$ cat src/rtl/pipe_pkg.sv
// Shared encodings and bundle widths for the pipeline stage buffers.
package pipe_pkg;
    localparam logic [1:0] ST_EMPTY = 2'd0;
    localparam logic [1:0] ST_ONE   = 2'd1;
    localparam logic [1:0] ST_TWO   = 2'd2;

    localparam int MEMWB_CTRL_W = 2;
    localparam int MEMWB_DATA_W = 64;

    typedef enum logic [1:0] {
        S_EMPTY = ST_EMPTY,
        S_ONE   = ST_ONE,
        S_TWO   = ST_TWO
    } state_t;
endpackage

$ cat src/rtl/pipe_entry_reg.sv
// One held pipeline entry (control + data) with load enable and async clear.
module pipe_entry_reg #(
    parameter int W = 66
) (
    input  logic         clk,
    input  logic         rst_n,
    input  logic         load,
    input  logic [W-1:0] d,
    output logic [W-1:0] q
);
    always_ff @(posedge clk or negedge rst_n) begin
        if (!rst_n) begin
            q <= '0;
        end else if (load) begin
            q <= d;
        end
    end
endmodule

$ cat src/rtl/pipe_stage_buf.sv
// Pipeline stage register with valid/ready handshake, flush and optional skid entry.
//   state   | meaning
//   EMPTY   | no entry held, out_valid=0
//   ONE     | main holds the output entry
//   TWO     | main holds output, skid holds the next entry, in_ready=0
module pipe_stage_buf
    import pipe_pkg::*;
#(
    parameter int DATA_W = MEMWB_DATA_W,
    parameter int CTRL_W = MEMWB_CTRL_W,
    parameter int SKID   = 1
) (
    input  logic              clk,
    input  logic              rst_n,
    input  logic              flush,
    input  logic              in_valid,
    output logic              in_ready,
    input  logic [CTRL_W-1:0] in_ctrl,
    input  logic [DATA_W-1:0] in_data,
    output logic              out_valid,
    input  logic              out_ready,
    output logic [CTRL_W-1:0] out_ctrl,
    output logic [DATA_W-1:0] out_data,
    output logic [1:0]        occupancy
);
    localparam int W = CTRL_W + DATA_W;

    state_t       state;
    state_t       state_nxt;
    logic         valid_q;
    logic         ready_q;
    logic [1:0]   occ_q;
    logic         accept;
    logic         consume;
    logic         main_load;
    logic         skid_load;
    logic [W-1:0] main_d;
    logic [W-1:0] main_q;
    logic [W-1:0] skid_q;

    // Without a skid entry the ONE state can only accept while also draining,
    // so the same state machine never reaches TWO.
    assign in_ready = (SKID != 0) ? ready_q : (!valid_q || out_ready);
    assign accept   = in_valid && in_ready;
    assign consume  = valid_q && out_ready;

    always_comb begin
        state_nxt = state;
        main_load = 1'b0;
        skid_load = 1'b0;
        main_d    = {in_ctrl, in_data};
        if (flush) begin
            state_nxt = S_EMPTY;
        end else begin
            case (state)
                S_EMPTY: begin
                    main_load = accept;
                    if (accept) state_nxt = S_ONE;
                end
                S_ONE: begin
                    main_load = accept && consume;
                    skid_load = accept && !consume;
                    if (accept && !consume) state_nxt = S_TWO;
                    else if (!accept && consume) state_nxt = S_EMPTY;
                end
                S_TWO: begin
                    main_load = consume;
                    main_d    = skid_q;
                    if (consume) state_nxt = S_ONE;
                end
                default: state_nxt = S_EMPTY;
            endcase
        end
    end

    always_ff @(posedge clk or negedge rst_n) begin
        if (!rst_n) begin
            state   <= S_EMPTY;
            valid_q <= 1'b0;
            ready_q <= 1'b1;
            occ_q   <= ST_EMPTY;
        end else begin
            state   <= state_nxt;
            valid_q <= (state_nxt != S_EMPTY);
            ready_q <= (state_nxt != S_TWO);
            occ_q   <= state_nxt;
        end
    end

    pipe_entry_reg #(.W(W)) u_main (
        .clk   (clk),
        .rst_n (rst_n),
        .load  (main_load),
        .d     (main_d),
        .q     (main_q)
    );

    generate
        if (SKID != 0) begin : g_skid
            pipe_entry_reg #(.W(W)) u_skid (
                .clk   (clk),
                .rst_n (rst_n),
                .load  (skid_load),
                .d     ({in_ctrl, in_data}),
                .q     (skid_q)
            );
        end else begin : g_no_skid
            assign skid_q = '0;
        end
    endgenerate

    assign out_valid = valid_q;
    assign out_ctrl  = valid_q ? main_q[W-1 -: CTRL_W] : '0;
    assign out_data  = main_q[DATA_W-1:0];
    assign occupancy = occ_q;
endmodule

$ cat config.mk
export PLATFORM = sky130hd
export DESIGN_NAME = pipe_stage_buf
export DESIGN_NICKNAME = d
export VERILOG_FILES = /design/src/rtl/pipe_pkg.sv /design/src/rtl/pipe_entry_reg.sv /design/src/rtl/pipe_stage_buf.sv
export SDC_FILE = /design/constraint.sdc
export NUM_CORES = 1
export LEC_CHECK = 0
export CAP_MARGIN = 25
export CORE_ASPECT_RATIO = 0.7
export CORE_MARGIN = 8
export CORE_UTILIZATION = 45
export CTS_CLUSTER_SIZE = 28
export DETAILED_ROUTE_END_ITERATION = 10
export PLACE_DENSITY = 0.8
export SYNTH_ARGS = -nofsm -noshare
export SYNTH_HDL_FRONTEND = slang
export SYNTH_SLANG_ARGS = --single-unit
export TNS_END_PERCENT = 30
$ cat constraint.sdc
create_clock -name clk -period 2.6 [get_ports clk]
set_clock_uncertainty 0.15 [all_clocks]
set_input_delay 0.26 -clock clk [delete_from_list [all_inputs] [get_ports clk]]
set_output_delay 0.26 -clock clk [all_outputs]
set_load 0.05 [all_outputs]
==> flow_summary.toml <==
[floorplan]
ioPinCount = 141
die_x_um = 160.6
initial_utilization_pct = 45.45
die_h_um = 117.2
die_area_um2 = 18820
row_count = 37
core-area_um2 = 14490

[power_and_ir_drop]
powerDensity_nw_per_um2 = 1168
combPwrFrac_pct = 36.6
pwr-share-seq_pct = 35.7
clkPwrFrac_pct = 27.7
switching_share_pct = 34.21
p_leak_nw = 3.554
p_switching_mw = 3.370
peakVddDrop_mv = 0.6423
intPower_mw = 6.481

[job]
drv_cap = 0

[setup_path]
cp.required_ps = 2190
r2r-start = "occupancy[0]$_DFF_PN0_"
worstSetupStartpoint = "out_valid$_DFF_PN0_"
worstReg2RegEnd = "u_main.q[47]$_DFFE_PN0P_"
reg2reg_depth = 4
cp.arrival_ps = 1840
critPathMaxFanout = 9
reg2reg_slack_ps = 460
critPathKind = "register to primary output"
start_kind = "register"
critPathCaptureType = "primary output"
endpoint = "out_ctrl[0]"

[grt]
overflow = 0
grt_pass1_wl_mm = 21.58
grt_max_degree = 67
grt.total_usage_pct = 14.41
antenna_found_initial = 0
grt_pass1_vias = 4167

[yosys]
ys_ff_latch = 136
muxShareOfSynthArea_pct = 36.29
syn_area_um2 = 6585
synthAdderAreaFrac_pct = 0
synthSimpleGateAreaFrac_pct = 1.349
synth-compound-area-share_pct = 0.9500
synth-seq-area-share_pct = 51.70
yosysTopAreaCell = "dfrtp_1"
synth_warnings = 0
synth_top_cell_area_share_pct = 51.30
synthXorXnorAreaFrac_pct = 0
synth.net_count = 513
synth_cell_types = 25
synth_cells = 442
synth_top_cells_by_area = "dfrtp_1, mux2_2, mux2_4"
postSynthAreaPerCell_um2 = 14.90
synth_top_family_by_area = "multiplexers"

[cells_and_area]
final_nets = 595
drive_above_1_share_pct = 44.88
final_cell_mix = "mux2_2, clkdlybuf4s50_1, dfrtp_1"
area_delta_synth_final_pct = 28.03
layout_commonest_cell = "mux2_2"
antenna_cells_inserted = 0
instances_no_fill = 732

[timing]
rsz0062_at_grt = "no"
slew_violations = 0
slew_headroom_pct = 65.13
layout_min_cycle_time_ps = 2251
fmax_mhz = 444.3
final_hold_viol_count = 0
tightest_slew_ps = 521.5
setup_viol = 0
fin_tns_setup_ps = 0
fin_crit_sh_pct = 86.57

[place]
gp_congestion = 0.7190
portBuffers = 140
placedCellCount = 699
dp_hpwl_mm = 8.933

[detailed_routing]
vias_per_cell = 4.952
final_antenna_net_count = 0
wirelength_mm = 12.99
wl_per_cell_um = 17.75
dr.pass1.iters = 3
drc = 0
vias = 3625
drt_iter0_markers = 164

[cts]
cts_sinks = 136
cts_tree = "yes"
cts_root_buf = "clkbuf_16"
cts.reportedPaths.clkPinSlew_ps = 60
insertion_delay_ps = 400
clk_path_buf_depth = 2
h-tree-depth = 4
cts_buffers = 17
post_cts_resized = 0
postCtsSetupBuffers = 0
hold_buffers = 1

[run_status]
status = "finished clean"

[worst_hold_path]
hp-class = "primary input to async pin"
cells by family (layout without fill, tap and decap cells):
| family | count (synthesis) | after routing |
|---|---|---|
| compound gates | 9 | 9 |
| buf+inv | 85 | 180 |
| flops | 136 | 136 |
| mux | 199 | 199 |
| simple gates | 13 | 13 |
metrics by stage:
stage / power [mW] / util (%) / setup WS, ps / hold slack (ps) / area (um2)
floorplan: 6.459 / - / 392.9 / -185.6 / 6585
global placement: 7.048 / 53.46 / 253.9 / 52.49 / 7746
detailed placement: 7.185 / 53.46 / 177.1 / 56.58 / 7746
CTS: 9.977 / 58.18 / 325.6 / 201.2 / 8431
global route: 10.31 / 58.18 / 264.9 / 246.8 / 8431
finish: 9.851 / 58.18 / 349.2 / 194.5 / 8431
metal layers:
layer  vias up  GRT usage [%]  part of all wire [%]
li1       1667              -                     -
met1      1864          17.23                    45
met2        86          24.29                    48
met3         8          5.521                   5.9
met4         0          3.660                  0.62
met5         -              0                     0
registers in the layout, indices dropped and copies added (netlist names):
register         flops
g_skid.u_skid.q     66
in_ready             1
occupancy            2
out_valid            1
u_main.q            66
worst min-delay path by stage:
stage	endpoint	slack, ps	depth (start not counted)	startpoint
detailed placement	g_skid.u_skid.q[7]$_DFFE_PN0P_	60	1	rst_n
finish	g_skid.u_skid.q[8]$_DFFE_PN0P_	190	2	rst_n
global placement	g_skid.u_skid.q[7]$_DFFE_PN0P_	50	1	rst_n
floorplan	g_skid.u_skid.q[0]$_DFFE_PN0P_	-190	0	rst_n
CTS	g_skid.u_skid.q[8]$_DFFE_PN0P_	200	2	rst_n
global route	g_skid.u_skid.q[8]$_DFFE_PN0P_	250	2	rst_n
power groups by stage:
stage | logic (mW) | registers (mW) | clock network [mW]
2_1_floorplan | 3.08 | 3.38 | 0
3_3_place_gp | 3.57 | 3.47 | 0
3_5_place_dp | 3.65 | 3.54 | 0
4_1_cts | 3.66 | 3.52 | 2.80
5_1_grt | 3.79 | 3.63 | 2.89
6_report | 3.61 | 3.52 | 2.73
cells in the mapped netlist:
cell	count
mux2_2	158
dfrtp_1	135
buf_4	73
mux2_4	40
buf_2	7
buf_6	5
and2_1	4
a21boi_0	2
a21oi_1	2
a211o_1	1
and3_1	1
and3b_1	1
and4b_1	1
and4bb_1	1
dfstp_2	1
mux2i_1	1
nand2_1	1
nand2b_1	1
nand3_1	1
nor2_1	1
nor3b_1	1
o21ai_0	1
o21bai_1	1
o22a_1	1
o31ai_1	1
cell type report:
class / count / area (um2)
well taps: 195 / 244.0
clock buffers: 18 / 429.2
repair buffers: 148 / 1540
fillers: 1088 / 6060
clock inverters: 14 / 245.2
multi-input cells: 221 / 2567
flip-flops and latches: 136 / 3405
worst max-delay path, cell delays in order, from the launching register on:
cell and delay, ps:
dfrtp_1 460, and2_1 180, clkdlybuf4s50_1 800
(Power assumes the default switching activity.)
==> RTL change (same settings) <==
Set the package constant `MEMWB_DATA_W` to 96 (it was 64).
--- a/src/rtl/pipe_pkg.sv
+++ b/src/rtl/pipe_pkg.sv
@@ -6,5 +6,5 @@
 
     localparam int MEMWB_CTRL_W = 2;
-    localparam int MEMWB_DATA_W = 64;
+    localparam int MEMWB_DATA_W = 96;
 
     typedef enum logic [1:0] {
Ports: changed (resized in_data and out_data); port bits go from 141 to 205. The function was not compared with the original's and may differ.
==> RTL change against the unedited design <==
  * Core utilization fell by 0.98 points
  * Largest power group unchanged
  * Total power rose by 32%
  * Final area rose by 40%
  * Largest cell class unchanged
  * Setup slack got worse by 0.065 ns
  * Sequential cell count rose by 64
  * Sequential share of layout area rose by 1.9 points
  * Wire length rose by 51%
  * Die area rose by 38%
  * Non-clock buffer count rose by 75
  * Via count rose by 46%
  * Critical path depth did not move
  * Area after synthesis rose by 44%
==> RTL change: results (changes against the unedited design) <==
FF-to-FF End: u_main.q[50]$_DFFE_PN0P_
WP data arrival: 1.91 ns (+0.07 ns)
largest net degree at the start of global routing: 91 (+36%)
area of the multi-input gates: 3580 sq um (+39%)
port bufs: 204 (+46%)
post-synthesis sequential area ratio: 52.8% (+1.1 points)
Synth Net Count: 749 (+46%)
fillcell total: 1675 (+54%)
via count: 5275 (+46%)
Post-synth ARST share: 100% (unchanged)
area post-placement: 11200 sq um (+45%)
Critical R2R Launch: out_valid$_DFF_PN0_
post-cts sizing count: 0 (unchanged)
Root Buffer: clkbuf_16
critical path's top delay family: buffers and inverters
post-synthesis compound-gate area fraction: 0.660% (-0.29 points)
DRT Pass-1 Iters: 4 (+1)
Nets: 862 (+45%)
clock tree buffer depth: 2 (unchanged)
Leak: 4.90 nW (+38%)
Post-Synth Adder-Cell Area: 0% (unchanged)
Iter 0 DRT Violations: 163 (-0.61%)
Yosys Warn Count: 0 (unchanged)
worst vdd ir: 767 uV (+19%)
register-to-register setup slack: 0.52 ns (+0.06 ns)
Reg clk slew, reported paths: 0.07 ns
GRT Total Usage: 15.5% (+1.1 points)
final wirelength: 19600 microns (+51%)
Synth cell types: 26 (+4.0%)
# diodes: 0 (unchanged)
synth top area cells: dfrtp_1, mux2_2, buf_4
Synth top cells by count: mux2_2, dfrtp_1, buf_4
vias in the first global route: 5774 (+39%)
DP HPWL: 13700 microns (+53%)
Worst slew margin: 50.8% (-14 points)
outcome: finished clean
Critical Path Max Stage Delay: 0.81 ns
worst hold slack: 0.300 ns (+0.105 ns)
largest fanout on the critical path: 9 (unchanged)
routability congestion estimate: 0.769 (+6.9%)
Critical-path top delay cell: clkdlybuf4s50_1
mux cell area share after synthesis: 35.8% (-0.47 points)
top_reg_cell synth: dfrtp_1
initial antenna violation count: 0 (unchanged)
first-pass GRT wire length: 31900 microns (+48%)
H-tree depth: 4 (unchanged)
fraction of layout cells with a size suffix above 1: 44.6% (-0.26 points)
Clock Latency Late Sink: 0.43 ns (+0.03 ns)
reg2reg path depth: 4 (unchanged)
worst hold path class: primary input to async pin
==> RTL change: kinds of logic (layout without fill, tap and decap cells) <==
family,after synthesis,count (layout)
mux,295,295
compound gates,9,9
flops,200,200
simple gates,13,13
buf+inv,129,254
==> RTL change: area by class of cell <==
type                       count  area share (%)
sequential                   200            42.3
clock buffer                  20            3.77
multi-input combinational    317            30.2
clock inverter                11            1.26
timing repair buffer         223            19.6
tap                          276            2.92
==> RTL change: timing repair <==
action / 4_1_cts / 5_1_grt
endpoints found under the hold margin: 84 / 0
buffers inserted: 0 / 0
hold buffers: 1 / 0
==> RTL change: worst max-delay path by stage <==
stage | start | endpoint | slack (ns) | depth (start not counted)
floorplan | occupancy[0]$_DFF_PN0_ | u_main.q[42]$_DFFE_PN0P_ | 0.26 | 6
global placement | flush | u_main.q[42]$_DFFE_PN0P_ | 0.21 | 5
detailed placement | flush | u_main.q[42]$_DFFE_PN0P_ | 0.20 | 5
CTS | out_valid$_DFF_PN0_ | out_ctrl[1] | 0.25 | 2
global route | out_valid$_DFF_PN0_ | out_ctrl[1] | 0.20 | 2
finish | out_valid$_DFF_PN0_ | out_ctrl[1] | 0.28 | 2
==> RTL change: per-layer routing <==
metal | routed length [microns] | GRT usage [%]
met4 | 164 | 3.64
met5 | 0 | 0
met2 | 8480 | 23.2
met3 | 1620 | 6.22
met1 | 9340 | 20.9
==> RTL change: power breakdown <==
group          internal [mW]  total (mW)  switching [mW]  leakage (nW)
registers               4.45        5.13           0.675          2.39
clock network           1.54        2.70            1.16         0.282
logic                   2.30        5.22            2.92          2.23
==> RTL change: stage by stage <==
step                setup WS [ns]  std cells
floorplan                   0.262        646
global placement            0.214       1015
detailed placement          0.198       1015
CTS                         0.251       1047
global route                0.202       1047
finish                      0.284       1047
